### config.mk
export PLATFORM = sky130hd
export DESIGN_NAME = fsm_style3_run_ctrl
export DESIGN_NICKNAME = d
export VERILOG_FILES = /design/src/rtl/fsm_style3_run_ctrl.sv
export SDC_FILE = /design/constraint.sdc
export NUM_CORES = 1
export LEC_CHECK = 0
export CORE_MARGIN = 5
export CORE_UTILIZATION = 33
export DETAILED_ROUTE_END_ITERATION = 12
export PLACE_DENSITY = 0.59
export SETUP_SLACK_MARGIN = 0.5
export SKIP_CTS_REPAIR_TIMING = 1
export SLEW_MARGIN = 20
export SYNTH_ARGS = -nofsm -noshare
export SYNTH_HDL_FRONTEND = slang
export SYNTH_SLANG_ARGS = --single-unit
### constraint.sdc
create_clock -name clk -period 4.5 [get_ports clk]
set_clock_uncertainty 0.05 [all_clocks]
set_input_delay 0.9 -clock clk [delete_from_list [all_inputs] [get_ports clk]]
set_output_delay 0.9 -clock clk [all_outputs]
set_load 0.005 [all_outputs]
### src/rtl/fsm_style3_run_ctrl.sv
// Run-length sequencing controller: IDLE -> LOAD -> RUN (count down) -> DONE, all outputs registered.
// Optional FSM_RESTART_EN: a start on the final DONE cycle launches the next run with no idle gap.
module fsm_style3_run_ctrl #(
  parameter int CNT_W       = 8,
  parameter int DONE_CYCLES = 1
) (
  input  logic             clk,
  input  logic             rst,
  input  logic             start,
  input  logic [CNT_W-1:0] len,
  input  logic             abort,
  output logic             busy,
  output logic             done,
  output logic             err,
  output logic             abort_ack,
  output logic [CNT_W-1:0] count
);

  localparam logic [1:0] S_IDLE = 2'd0;
  localparam logic [1:0] S_LOAD = 2'd1;
  localparam logic [1:0] S_RUN  = 2'd2;
  localparam logic [1:0] S_DONE = 2'd3;

  localparam int               HOLD_W    = $clog2(DONE_CYCLES + 1);
  localparam logic [HOLD_W-1:0] HOLD_INIT = HOLD_W'(DONE_CYCLES - 1);
  localparam logic [CNT_W-1:0]  CNT_ONE   = {{(CNT_W-1){1'b0}}, 1'b1};

  logic [1:0]        r_state;
  logic [CNT_W-1:0]  r_len_q;
  logic [HOLD_W-1:0] r_hold;
  logic              r_busy;
  logic              r_done;
  logic              r_err;
  logic              r_ack;
  logic [CNT_W-1:0]  r_count;

  logic [1:0]        w_state_nxt;
  logic [CNT_W-1:0]  w_len_nxt;
  logic [HOLD_W-1:0] w_hold_nxt;
  logic              w_busy_nxt;
  logic              w_done_nxt;
  logic              w_err_nxt;
  logic              w_ack_nxt;
  logic [CNT_W-1:0]  w_count_nxt;
  logic              w_len_zero;

  assign w_len_zero = (len == '0);

  always_comb begin
    w_state_nxt = r_state;
    w_len_nxt   = r_len_q;
    w_hold_nxt  = r_hold;
    w_busy_nxt  = r_busy;
    w_done_nxt  = r_done;
    w_err_nxt   = r_err;
    w_ack_nxt   = 1'b0;
    w_count_nxt = r_count;
    case (r_state)
      S_IDLE: begin
        if (start && !w_len_zero) begin
          w_state_nxt = S_LOAD;
          w_len_nxt   = len;
          w_busy_nxt  = 1'b1;
        end else if (start) begin
          w_state_nxt = S_DONE;
          w_done_nxt  = 1'b1;
          w_err_nxt   = 1'b1;
          w_hold_nxt  = HOLD_INIT;
        end
      end
      S_LOAD: begin
        if (abort) begin
          w_state_nxt = S_IDLE;
          w_busy_nxt  = 1'b0;
          w_count_nxt = '0;
          w_ack_nxt   = 1'b1;
        end else begin
          w_state_nxt = S_RUN;
          w_count_nxt = r_len_q;
        end
      end
      S_RUN: begin
        // abort takes priority over the count==1 completion
        if (abort) begin
          w_state_nxt = S_IDLE;
          w_busy_nxt  = 1'b0;
          w_count_nxt = '0;
          w_ack_nxt   = 1'b1;
        end else if (r_count == CNT_ONE) begin
          w_state_nxt = S_DONE;
          w_count_nxt = '0;
          w_busy_nxt  = 1'b0;
          w_done_nxt  = 1'b1;
          w_err_nxt   = 1'b0;
          w_hold_nxt  = HOLD_INIT;
        end else begin
          w_count_nxt = r_count - CNT_ONE;
        end
      end
      default: begin
        if (r_hold != '0) begin
          w_hold_nxt = r_hold - 1'b1;
        end else begin
          w_state_nxt = S_IDLE;
          w_done_nxt  = 1'b0;
          w_err_nxt   = 1'b0;
`ifdef FSM_RESTART_EN
          if (start && !w_len_zero) begin
            w_state_nxt = S_LOAD;
            w_len_nxt   = len;
            w_busy_nxt  = 1'b1;
          end else if (start) begin
            w_state_nxt = S_DONE;
            w_done_nxt  = 1'b1;
            w_err_nxt   = 1'b1;
            w_hold_nxt  = HOLD_INIT;
          end
`endif
        end
      end
    endcase
  end

  always_ff @(posedge clk or posedge rst) begin
    if (rst) begin
      r_state <= S_IDLE;
      r_len_q <= '0;
      r_hold  <= '0;
      r_busy  <= 1'b0;
      r_done  <= 1'b0;
      r_err   <= 1'b0;
      r_ack   <= 1'b0;
      r_count <= '0;
    end else begin
      r_state <= w_state_nxt;
      r_len_q <= w_len_nxt;
      r_hold  <= w_hold_nxt;
      r_busy  <= w_busy_nxt;
      r_done  <= w_done_nxt;
      r_err   <= w_err_nxt;
      r_ack   <= w_ack_nxt;
      r_count <= w_count_nxt;
    end
  end

  assign busy      = r_busy;
  assign done      = r_done;
  assign err       = r_err;
  assign abort_ack = r_ack;
  assign count     = r_count;

endmodule

==> reports/metrics.yaml, run 1 <==
run_status:
  status: "complete, no violations"
clocking:
  clockBufferDepth: 2
  clk_pin_slew_worst_paths_ns: 0.07
  root_buffer: "clkbuf_8"
  cts_buffers: 3
  cts_max_level: 1
  clock_sinks: 22
  clk_latency_ns: 0.27
  cts_tree: "done"
detailed_routing:
  routed_wirelength_um: 2780
  drtAntennaViolNets: 0
  first_pass_iters: 4
  routed_via_density: 5.25
  num_vias: 982
  drt_iter0_drc: 79
  wire_per_inst_um: 14.8
  route.detailed.drc: 0
global_route:
  grt_pass1_vias: 962
  grt_pass1_wl_um: 4690
  antenna_found_initial: 0
  gr-total-overflow: 0
  track_usage_pct: 11.6
  grt_max_degree: 23
power:
  ir_drop_uv: 312
  p_leak_uw: 0.000640
  power_density_nw_per_um2: 668
layout:
  multiInputGateArea_um2: 631
  fin_area_um2: 1550
  layout.nets: 158
  nFillCells: 369
  fin_cells: 187
  register_area_um2: 551
  layout_commonest_cell: "clkdlybuf4s50_1"
  diodes: 0
  layout_common_cells: "clkdlybuf4s50_1 (23), dfrtp_1 (22), o21ai_0 (11)"
  synthToLayoutAreaGrowth_pct: 26.6
  drive_gt1_share_pct: 14.4
timing:
  fin_setup_tns_ns: 0
  fin_ws_ns: 2.13
  slew_headroom_pct: 43.3
  finalHoldViolCount: 0
  fmax_ghz: 0.422
  report.final.slew_viol_count: 0
  rsz0062_at_grt: "no"
  worstMarginPinSlew_ns: 0.849
  min_period_ns: 2.37
  setup_violations: 0
  whs_ns: 0.458
  period_share_pct: 52.7
synthesis:
  ys_seq_area_share_pct: 44.9
  synth_seq_cells: 22
  yosysTopAreaCell: "dfrtp_1"
  synth_warnings: 0
  yosysUniqueCellTypes: 39
  synth_area_um2: 1230
  netlist.area_leader.share_pct: 44.9
  synthFlopType: "dfrtp_1"
  synth_simple_gate_area_share_pct: 13.2
  syn_inst: 116
  synth_area_per_cell_um2: 10.6
  synth_top_family_by_area: "compound AO/OA/AOI/OAI gates"
  synthAdderAreaFrac_pct: 6.12
  synth-compound-area-share_pct: 24.8
  synth_edf_count: 0
  syn_nets: 134
  synthMuxAreaShare_pct: 7.35
  synthTopCellsByArea: "dfrtp_1 (45%), mux2_2 (7.3%), ha_1 (6.1%)"
  synth_xor_area_share_pct: 0
  synthArstFlopShare_pct: 100
hold_path:
  min-delay-path-class: "flip-flop to flip-flop"
  min_path_cells: 1
placed_design:
  gp_congestion: 0.815
  place_hpwl_um: 2100
  dp.cells: 183
  place_area_um2: 1500
  io_buffers: 23
  place_ws_ns: 1.83
floorplan:
  io_pins: 24
  rows: 22
  start_util_pct: 33.7
  dieHeight_um: 71.0
  die-area_um2: 5030
  die_w_um: 71.0
  fp.coreArea_um2: 3630
critical_path:
  worst-r2r-cell-count: 6
  path_max_fanout: 9
  critPathKind: "input pin to flip-flop"
  crit_arrival_ns: 2.47
  worstSetupStartpointType: "input pin"
  required_ns: 4.60
  cp-end-kind: "flip-flop"
flow_run:
  maxCapViolCount: 0
-- flip-flops by register name, summed over array words and instances (netlist names) --
signal / cells
busy: 1
abort_ack: 1
r_len_q: 8
r_state: 2
err: 1
done: 1
count: 8
-- where the power goes --
group	switching (µW)	leakage (µW)	internal, µW
clock	65.2	0.0000288	78.0
sequential	72.3	0.000274	285
combinational	262	0.000336	275
-- kinds of logic (layout without fill, tap and decap cells) --
group | count (synthesis) | count (layout)
compound gates | 40 | 40
simple gates | 29 | 29
flops | 22 | 22
buf+inv | 11 | 34
mux | 8 | 8
fa+ha+maj | 6 | 6
-- critical path, stage by stage --
cell and delay [ns]:
clkdlybuf4s50_1 0.42, nor4_1 0.55, a21oi_2 0.26, mux2_2 0.33
-- layout make-up --
class	instances	area share, %
Clock buffer	4	3.55
Multi-Input combinational cell	83	40.6
Sequential cell	22	35.5
Inverter	7	1.69
Timing Repair Buffer	23	14.8
Tap cell	48	3.87
-- through the flow --
step | utilization, % | total power (µW)
global placement | 41.2 | 885
global route | 42.7 | 1120
detailed placement | 41.2 | 899
finish | 42.7 | 1040
floorplan | - | 720
CTS | 42.7 | 1050
-- metal layers --
metal / vias up / track usage, % / wire length (µm)
met5: - / 0 / 0
met3: 2 / 3.27 / 109
met1: 482 / 15.5 / 1300
li1: 482 / - / -
met4: 0 / 1.88 / 17
met2: 16 / 19.1 / 1350
-- final timing paths --
check | start | endpoint | slack (ns)
worst max-delay path | len[0] | r_len_q[7] | 2.13
worst min register to register | r_len_q[1] | r_len_q[1] | 0.46
min in group asynchronous | rst | count[1] | 1.05
worst min-delay path | r_len_q[1] | r_len_q[1] | 0.46
max in group asynchronous | rst | done | 2.81
worst max register to register | count[1] | count[3] | 2.45
-- synth_stat cells, types with 2 or more instances --
library cell  number
o21ai_0           11
nor2_1             4
nor3_1             3
o2bb2ai_1          2
ha_1               6
mux2_2             8
nand2_1            7
dfrtp_1           22
clkbuf_1           3
inv_1              7
o31ai_1            2
nand2b_1           4
a21oi_1            4
nor2b_1            2
o41ai_1            2
nor4_1             2
a22o_1             5
No activity file was read; power rests on OpenSTA's default activity.
==> run 2, diff against run 1 <==
- clock period: 4.5 -> 2.2 ns (I/O delays scaled with it)
==> run 2 against run 1 <==
Against the previous run: hold slack improved by 0.0062 ns; setup slack got worse by 1.9 ns; clock power rose by 110%; via count rose by 11%; non-clock buffer count rose by 16; first-iteration DRC count rose by 2.5%; wire length rose by 15%; register-to-register slack got worse by 2.2 ns; global-route usage barely moved; sequential share of layout area fell by 4.2 points; die area did not move.
==> reports/metrics.yaml, run 2 (synthesis results as in run 1) <==
clocking:
  cts_tree: "done"
  cts_buffers: 3
  cts_max_level: 1
  root_buffer: "clkbuf_8"
  clk_pin_slew_worst_paths_ns: 0.09
  clock_sinks: 22
  clk_latency_ns: 0.26
  clockBufferDepth: 2
timing:
  worstMarginPinSlew_ns: 0.397
  finalHoldViolCount: 0
  period_share_pct: 88.0
  slew_headroom_pct: 73.4
  fin_setup_tns_ns: 0
  fmax_ghz: 0.517
  setup_violations: 0
  rsz0062_at_grt: "yes"
  min_period_ns: 1.94
  report.final.slew_viol_count: 0
floorplan:
  fp.coreArea_um2: 3630
  rows: 22
  die_w_um: 71.0
  io_pins: 24
  die-area_um2: 5030
  start_util_pct: 33.7
  dieHeight_um: 71.0
critical_path:
  worst-r2r-cell-count: 7
  required_ns: 2.30
  cp-end-kind: "flip-flop"
  path_max_fanout: 8
  worstSetupStartpointType: "flip-flop"
  path_depth: 7
  critPathMaxStageDelay_ns: 0.50
  worstPathCellList: "inv_2 -> ha_4 -> or4b_4 -> o21bai_4 -> buf_6 -> o41ai_2 -> a22o_1"
  cpLargestDelayFamily: "simple AND/OR/NAND/NOR gates"
  crit_arrival_ns: 2.04
  cp_num_buf_inv: 2
  cpMaxStageDelayCell: "or4b_4"
  critPathKind: "flip-flop to flip-flop"
global_route:
  grt_pass1_wl_um: 4730
  grt_max_degree: 23
  track_usage_pct: 11.6
  antenna_found_initial: 0
  gr-total-overflow: 0
  grt_pass1_vias: 997
placed_design:
  io_buffers: 23
  place_hpwl_um: 2180
  gp_congestion: 0.810
hold_path:
  min_path_cells: 1
  min-delay-path-class: "flip-flop to flip-flop"
detailed_routing:
  wire_per_inst_um: 15.6
  num_vias: 1092
  drtAntennaViolNets: 0
  drt_iter0_drc: 81
  first_pass_iters: 4
  routed_wirelength_um: 3180
  routed_via_density: 5.35
  route.detailed.drc: 0
power:
  p_total_uw: 2380
  p_leak_uw: 0.000753
  power_density_nw_per_um2: 1340
  ir_drop_uv: 378
layout:
  layout.nets: 175
  layout_commonest_cell: "clkdlybuf4s50_1"
  synthToLayoutAreaGrowth_pct: 44.1
  layout_common_cells: "clkdlybuf4s50_1 (22), dfrtp_1 (21), buf_4 (14)"
  drive_gt1_share_pct: 30.8
  diodes: 0
run_status:
  status: "complete, no violations"
flow_run:
  maxCapViolCount: 0
-- run 2: cell count changes in the layout (fill, tap and decap cells not counted), sizes merged --
cell	before	now
clkdlybuf4s50	23	22
buf	0	16
dlymetal6s2s	0	1
a21oi	5	6
-- run 2: report_power, final --
group	internal, µW	switching [µW]
registers	584	140
clock network	159	137
logic	712	643
-- run 2: layer usage --
layer  vias to the layer above  wire (µm)  track usage (%)
met5                         -          0                0
met4                         0         67             3.76
met3                         7        102             1.85
met2                        30       1600             19.1
met1                       537       1410             15.5
li1                        518          -                -
-- run 2: worst register-to-register path, stage by stage (launching register included) --
cell and delay (ns):
dfrtp_1 0.41, inv_2 0.09, ha_4 0.12, or4b_4 0.50, o21bai_4 0.19, buf_6 0.16
o41ai_2 0.08, a22o_1 0.23
-- run 2: worst paths after layout --
kind | from | end | slack, ns
min in group asynchronous | rst | done | 0.47
worst min-delay path | r_len_q[6] | r_len_q[6] | 0.46
worst min register to register | r_len_q[6] | r_len_q[6] | 0.46
max in group asynchronous | rst | count[3] | 1.38
worst max register to register | count[1] | count[5] | 0.26
worst max-delay path | count[1] | count[5] | 0.26
-- run 2: final cells by class --
class	count	area [µm²]
flip-flops and latches	22	552
repair buffers	39	360
inverters	7	26.3
fillers	339	1870
multi-input cells	84	713
clock buffers	4	55.1
well taps	48	60.1
-- run 2: stage by stage --
stage	instance area (µm²)	utilization, %	std cells	worst slack (ns)	hold slack (ns)
finish	1770	48.6	204	0.265	0.464
CTS	1610	44.4	195	0.178	0.466
detailed placement	1560	42.9	191	0.0947	0.445
floorplan	1230	-	116	0.393	0.379
global placement	1560	42.9	191	0.133	0.441
global route	1770	48.6	204	0.212	0.485
